[src/rtl/serial_adder_pkg.sv]
// serial_adder_pkg: shared definitions for the digit-serial adder.
//   state_e        - FSM state encoding (IDLE, RUN, DONE)
//   count_width()  - width of the digit counter for a given digit count
package serial_adder_pkg;

  typedef enum logic [1:0] {
    IDLE = 2'd0,
    RUN  = 2'd1,
    DONE = 2'd2
  } state_e;

  // One extra bit beyond $clog2 so the counter can hold N itself.
  function automatic int count_width(input int n);
    return $clog2(n) + 1;
  endfunction

endpackage

[src/rtl/digit_adder.sv]
// digit_adder: combinational DIGIT-bit ripple-carry adder built from
// per-bit full-adder cells.
//   a, b   - DIGIT-bit addends
//   cin    - carry into bit 0
//   s      - DIGIT-bit sum
//   cout   - carry out of the MSB
//   c_msb  - carry into the MSB (used for signed overflow detection)
module digit_adder #(
  parameter int DIGIT = 1
) (
  input  logic [DIGIT-1:0] a,
  input  logic [DIGIT-1:0] b,
  input  logic             cin,
  output logic [DIGIT-1:0] s,
  output logic             cout,
  output logic             c_msb
);

  logic [DIGIT:0] c;

  assign c[0] = cin;

  for (genvar i = 0; i < DIGIT; i++) begin : g_fa
    assign s[i]   = a[i] ^ b[i] ^ c[i];
    assign c[i+1] = (a[i] & b[i]) | (c[i] & (a[i] ^ b[i]));
  end

  assign cout  = c[DIGIT];
  assign c_msb = c[DIGIT-1];

endmodule

[src/rtl/serial_adder.sv]
// serial_adder: multi-cycle adder computing {out_cout, out_sum} =
// in_a + in_b + in_cin, DIGIT bits per clock, least-significant digit first.
// A single digit_adder is reused for N = WIDTH/DIGIT cycles.
//   clk, rst_n           - clock (rising edge), async active-low reset
//   in_valid/in_ready    - operand handshake; in_ready is high only in IDLE
//   in_a, in_b, in_cin   - operands and carry-in, latched on accept
//   out_valid/out_ready  - result handshake; out_valid is high only in DONE
//   out_sum, out_cout    - result, held from DONE until the next DONE
// Optional feature macro SERIAL_ADDER_SUB_EN adds:
//   in_sub   - when 1 at accept, compute in_a - in_b (in_cin ignored)
//   out_ovf  - signed overflow of the final digit
module serial_adder
  import serial_adder_pkg::*;
#(
  parameter int WIDTH = 8,
  parameter int DIGIT = 1
) (
  input  logic             clk,
  input  logic             rst_n,
  input  logic             in_valid,
  output logic             in_ready,
  input  logic [WIDTH-1:0] in_a,
  input  logic [WIDTH-1:0] in_b,
  input  logic             in_cin,
`ifdef SERIAL_ADDER_SUB_EN
  input  logic             in_sub,
  output logic             out_ovf,
`endif
  output logic             out_valid,
  input  logic             out_ready,
  output logic [WIDTH-1:0] out_sum,
  output logic             out_cout
);

  if (WIDTH < 1) begin : g_bad_width
    $error("serial_adder: WIDTH must be >= 1");
  end
  if (DIGIT < 1) begin : g_bad_digit
    $error("serial_adder: DIGIT must be >= 1");
  end else if (WIDTH % DIGIT != 0) begin : g_bad_ratio
    $error("serial_adder: WIDTH must be a multiple of DIGIT");
  end

  localparam int N  = WIDTH / DIGIT;
  localparam int CW = count_width(N);
  localparam logic [CW-1:0] LAST = CW'(N - 1);

  state_e           state_q, state_d;
  logic [WIDTH-1:0] a_q, a_d;
  logic [WIDTH-1:0] b_q, b_d;
  logic             carry_q, carry_d;
  logic [CW-1:0]    count_q, count_d;
  logic [WIDTH-1:0] res_sum_q, res_sum_d;
  logic             res_cout_q, res_cout_d;
`ifdef SERIAL_ADDER_SUB_EN
  logic             res_ovf_q, res_ovf_d;
`endif

  logic [DIGIT-1:0] dig_s;
  logic             dig_cout;
  logic             dig_c_msb;
  logic [WIDTH-1:0] a_shift;
  logic [WIDTH-1:0] b_shift;

  digit_adder #(.DIGIT(DIGIT)) u_digit (
    .a     (a_q[DIGIT-1:0]),
    .b     (b_q[DIGIT-1:0]),
    .cin   (carry_q),
    .s     (dig_s),
    .cout  (dig_cout),
    .c_msb (dig_c_msb)
  );

  // The A register doubles as the sum shift register: as operand digits
  // leave the bottom, sum digits enter the top, so after N shifts it holds
  // the complete sum.
  if (DIGIT == WIDTH) begin : g_shift_full
    assign a_shift = dig_s;
  end else begin : g_shift_part
    assign a_shift = {dig_s, a_q[WIDTH-1:DIGIT]};
  end
  assign b_shift = b_q >> DIGIT;

`ifndef SERIAL_ADDER_SUB_EN
  logic unused_c_msb;
  assign unused_c_msb = dig_c_msb;
`endif

  always_comb begin
    state_d    = state_q;
    a_d        = a_q;
    b_d        = b_q;
    carry_d    = carry_q;
    count_d    = count_q;
    res_sum_d  = res_sum_q;
    res_cout_d = res_cout_q;
`ifdef SERIAL_ADDER_SUB_EN
    res_ovf_d  = res_ovf_q;
`endif
    case (state_q)
      IDLE: begin
        if (in_valid) begin
          a_d     = in_a;
          count_d = '0;
          state_d = RUN;
`ifdef SERIAL_ADDER_SUB_EN
          // Subtraction as A + ~B + 1.
          b_d     = in_sub ? ~in_b : in_b;
          carry_d = in_sub ? 1'b1 : in_cin;
`else
          b_d     = in_b;
          carry_d = in_cin;
`endif
        end
      end
      RUN: begin
        a_d     = a_shift;
        b_d     = b_shift;
        carry_d = dig_cout;
        count_d = count_q + 1'b1;
        if (count_q == LAST) begin
          state_d    = DONE;
          res_sum_d  = a_shift;
          res_cout_d = dig_cout;
`ifdef SERIAL_ADDER_SUB_EN
          res_ovf_d  = dig_c_msb ^ dig_cout;
`endif
        end
      end
      DONE: begin
        if (out_ready) begin
          state_d = IDLE;
        end
      end
      default: state_d = IDLE;
    endcase
  end

  always_ff @(posedge clk or negedge rst_n) begin
    if (!rst_n) begin
      state_q    <= IDLE;
      a_q        <= '0;
      b_q        <= '0;
      carry_q    <= 1'b0;
      count_q    <= '0;
      res_sum_q  <= '0;
      res_cout_q <= 1'b0;
`ifdef SERIAL_ADDER_SUB_EN
      res_ovf_q  <= 1'b0;
`endif
    end else begin
      state_q    <= state_d;
      a_q        <= a_d;
      b_q        <= b_d;
      carry_q    <= carry_d;
      count_q    <= count_d;
      res_sum_q  <= res_sum_d;
      res_cout_q <= res_cout_d;
`ifdef SERIAL_ADDER_SUB_EN
      res_ovf_q  <= res_ovf_d;
`endif
    end
  end

  assign in_ready  = (state_q == IDLE);
  assign out_valid = (state_q == DONE);
  assign out_sum   = res_sum_q;
  assign out_cout  = res_cout_q;
`ifdef SERIAL_ADDER_SUB_EN
  assign out_ovf   = res_ovf_q;
`endif

endmodule

[config.mk]
export PLATFORM = sky130hd
export DESIGN_NAME = serial_adder
export DESIGN_NICKNAME = d
export VERILOG_FILES = /design/src/rtl/serial_adder_pkg.sv /design/src/rtl/digit_adder.sv /design/src/rtl/serial_adder.sv
export SDC_FILE = /design/constraint.sdc
export NUM_CORES = 1
export LEC_CHECK = 0
export BUFFER_PORTS_ARGS = -buffer_cell sky130_fd_sc_hd__buf_4
export CAP_MARGIN = 20
export CORE_ASPECT_RATIO = 0.75
export CORE_MARGIN = 2
export CORE_UTILIZATION = 30
export CTS_CLUSTER_SIZE = 16
export DETAILED_ROUTE_END_ITERATION = 8
export PLACE_DENSITY = 0.54
export SLEW_MARGIN = 20
export SYNTH_ARGS = -nofsm -noshare
export SYNTH_HDL_FRONTEND = slang
export SYNTH_SLANG_ARGS = --single-unit
[constraint.sdc]
create_clock -name clk -period 2.9 [get_ports clk]
set_input_delay 0.29 -clock clk [delete_from_list [all_inputs] [get_ports clk]]
set_output_delay 0.29 -clock clk [all_outputs]
set_load 0.005 [all_outputs]
==> impl_metrics.csv <==
group,metric,value,unit
placement,gp_congestion,0.722,
global_routing,grt_max_degree,33,
route,drt-total-wl,3110,um
die,rows,21,
timing,maxSlewHeadroom,59.4,%
worst_setup_path,cp_data_arrival_time,2.05,ns
timing,finalMaxSlewViolations,0,
synth,async_flop_share,100,%
placement,io_buffer_count,31,
synth,postSynthAreaPerCell,11.2,um2
synth,synth_ff_type,"dfrtp_1",
global_routing,grt_use_met2,19.1,%
die,die_w,82.3,um
die,dieArea,5160,um2
power,vdd_drop_max,0.000340,V
timing,finalHoldViolCount,0,
timing,rsz0062_at_grt,"no",
die,core_area,4440,um2
timing,fmax,530,MHz
synth,synth-edff-count,0,
worst_setup_path,cpMaxStageDelayCell,"dfrtp_1",
power,p_per_area,982,nW/um2
placement,place_ws,1.02,ns
global_routing,grt_pass1_wl,5380,um
worst_setup_path,worstPathCellList,"nand2b_1 > nor3_4 > mux2_2",
clock_network,numCtsBuffers,5,
timing,finalSetupViolCount,0,
route,vias,1050,
timing,skew,0.00489,ns
clock_network,cts_sinks,32,
power,leakage,0.000811,uW
clock_network,ctsHoldBuffers,1,
clock_network,cts_setup_buffers,0,
timing,final.setup.worst_slack,1.01,ns
worst_setup_path,cpPeakStageDelay,0.60,ns
synth,syn_area,1380,um2
placement,dp_hpwl,2100,um
clock_network,cts_max_level,2,
worst_setup_path,endpoint_kind,"register",
synth,synthTopCellsByArea,"dfrtp_1, a22oi_1, mux2_2",
clock_network,root_buffer,"clkbuf_8",
route,firstDrtPassIters,4,
layout,antenna_cells,0,
timing,tightest_slew,0.609,ns
layout,nets,180,
synth,synth_seq_area_share,58.1,%
global_routing,grt_overflow,0,
global_routing,met1_usage,20.0,%
clock_network,clk_path_buf_depth,2,
route,postRouteAntennaNets,0,
clock_network,insertion_delay,0.28,ns
global_routing,antenna_found_initial,0,
job,maxCapViolCount,0,
global_routing,top_usage_layer,"met1",
die,num_io_pins,32,
synth,ys_ff_latch,32,
hold_path,worstHoldPathType,"in -> reg",
clock_network,cts_tree,"done",
route,drc,0,
global_routing,gr-usage-met3,4.34,%
synth,yosysWarnings,0,
synth,yosysTopAreaCell,"dfrtp_1",
die,initial_core_util,31.1,%
die,die_y,62.7,um
layout,drive_gt1_share,32.5,%
route,post_drt_wl_per_cell,14.5,um
route,vias_per_cell,4.91,
worst_setup_path,crit_path_start_kind,"register",
layout,syn_to_final_growth,28.9,%
synth,syn_nets,146,
run_status,outcome,"finished clean",
timing,period_share,65.0,%
worst_setup_path,path_max_fanout,21,
layout,fillCellCount,432,
synth,syn_inst,123,
worst_setup_path,criticalPathCategory,"reg -> reg",
global_routing,grt_pass1_vias,1101,
worst_setup_path,critical_path_required,3.06,ns
timing,fin_setup_tns,0,ns
global_routing,grt_usage,13.9,%
clock_network,clkTransAtPathRegs,0.07,ns
route,drtIter0Drc,56,
timing,fin_crit,1.89,ns
clock_network,cts_resized,0,
synth,synth_top_area_share,58.1,%
synth,ys_types,23,
==> cell usage in the layout, fill, tap and decap left out <==
cell type,synthesis,routed
fa_1,1,1
o21bai_1,1,1
nand2b_1,2,2
buf_4,0,34
o311ai_0,1,1
nor2_1,2,2
a32o_1,1,1
o21ai_0,17,17
nor3_4,1,1
nor2b_1,2,2
a21oi_1,1,1
a21o_1,1,1
mux2i_1,1,1
o21ai_1,1,1
nand3_1,2,2
nand2_1,20,20
inv_1,2,2
mux2_2,9,9
dlygate4sd3_1,0,1
dfrtp_1,32,32
ha_1,1,1
a22o_1,1,1
a22oi_1,16,16
clkbuf_8,0,7
==> final timing paths <==
path                              endpoint  depth (start not counted)  startpoint  slack (ns)
worst max-delay path            out_sum[3]                          3  state_q[1]        1.01
worst min-delay path                b_q[7]                          2     in_b[7]        0.27
worst max register to register  out_sum[3]                          3  state_q[1]        1.01
worst min register to register      b_q[1]                          2      b_q[1]        0.49
max in group asynchronous       out_sum[7]                          2       rst_n        2.11
min in group asynchronous       count_q[3]                          2       rst_n        0.49
==> layer usage <==
metal | vias to the layer above | routed length [um]
li1 | 508 | -
met1 | 511 | 1570
met2 | 26 | 1350
met3 | 5 | 154
met4 | 0 | 30
met5 | - | 0
==> cell families after synthesis <==
group                      synth area share [%]
AOI/OAI and AO/OA                          18.7
DFF                                        58.1
and+or+nand+nor                            9.71
buffers and inverters                      3.09
muxes                                      8.08
adders and majority gates                  2.36
==> sequential cells by signal, indices dropped and copies added (netlist names) <==
signal and count:
state_q 2, out_sum 8, carry_q 1, count_q 4, out_cout 1, b_q 8
a_q 8
==> report_power, final <==
part / switching, uW / internal [uW] / total [uW]
combinational: 270 / 317 / 587
sequential: 150 / 640 / 790
clock: 156 / 211 / 367
==> synthesized netlist by cell type (2+ instances only) <==
| library cell | n |
|---|---|
| clkbuf_1 | 4 |
| a22oi_1 | 16 |
| nand3_1 | 2 |
| buf_2 | 4 |
| nor2_1 | 2 |
| nor2b_1 | 2 |
| mux2_2 | 9 |
| nand2_1 | 20 |
| dfrtp_1 | 32 |
| nand2b_1 | 2 |
| inv_1 | 2 |
| o21ai_0 | 17 |
==> through the flow <==
stage | instances | total power (uW) | hold WS (ns) | utilization, % | area, um2
2_1_floorplan | 123 | 1140 | -0.00559 | - | 1380
3_3_place_gp | 206 | 1360 | 0.247 | 37.6 | 1670
3_5_place_dp | 206 | 1390 | 0.256 | 37.6 | 1670
4_1_cts | 214 | 1760 | 0.262 | 40.0 | 1780
5_1_grt | 214 | 1890 | 0.273 | 40.0 | 1780
6_report | 214 | 1740 | 0.269 | 40.0 | 1780
==> critical path, delay by kind of cell (launching register included) <==
kind	cells	cell delay [ns]
AND/OR/NAND/NOR	2	0.77
flip-flops	1	0.60
multiplexers	1	0.40
==> cell type report <==
cell class	count	area (um2)	share of cell area, %
flip-flops and latches	32	801	45.1
multi-input cells	81	536	30.1
repair buffers	35	265	14.9
clock buffers	7	96.3	5.42
well taps	57	71.3	4.01
inverters	2	7.51	0.423
Power figures use the tool's default switching activity.
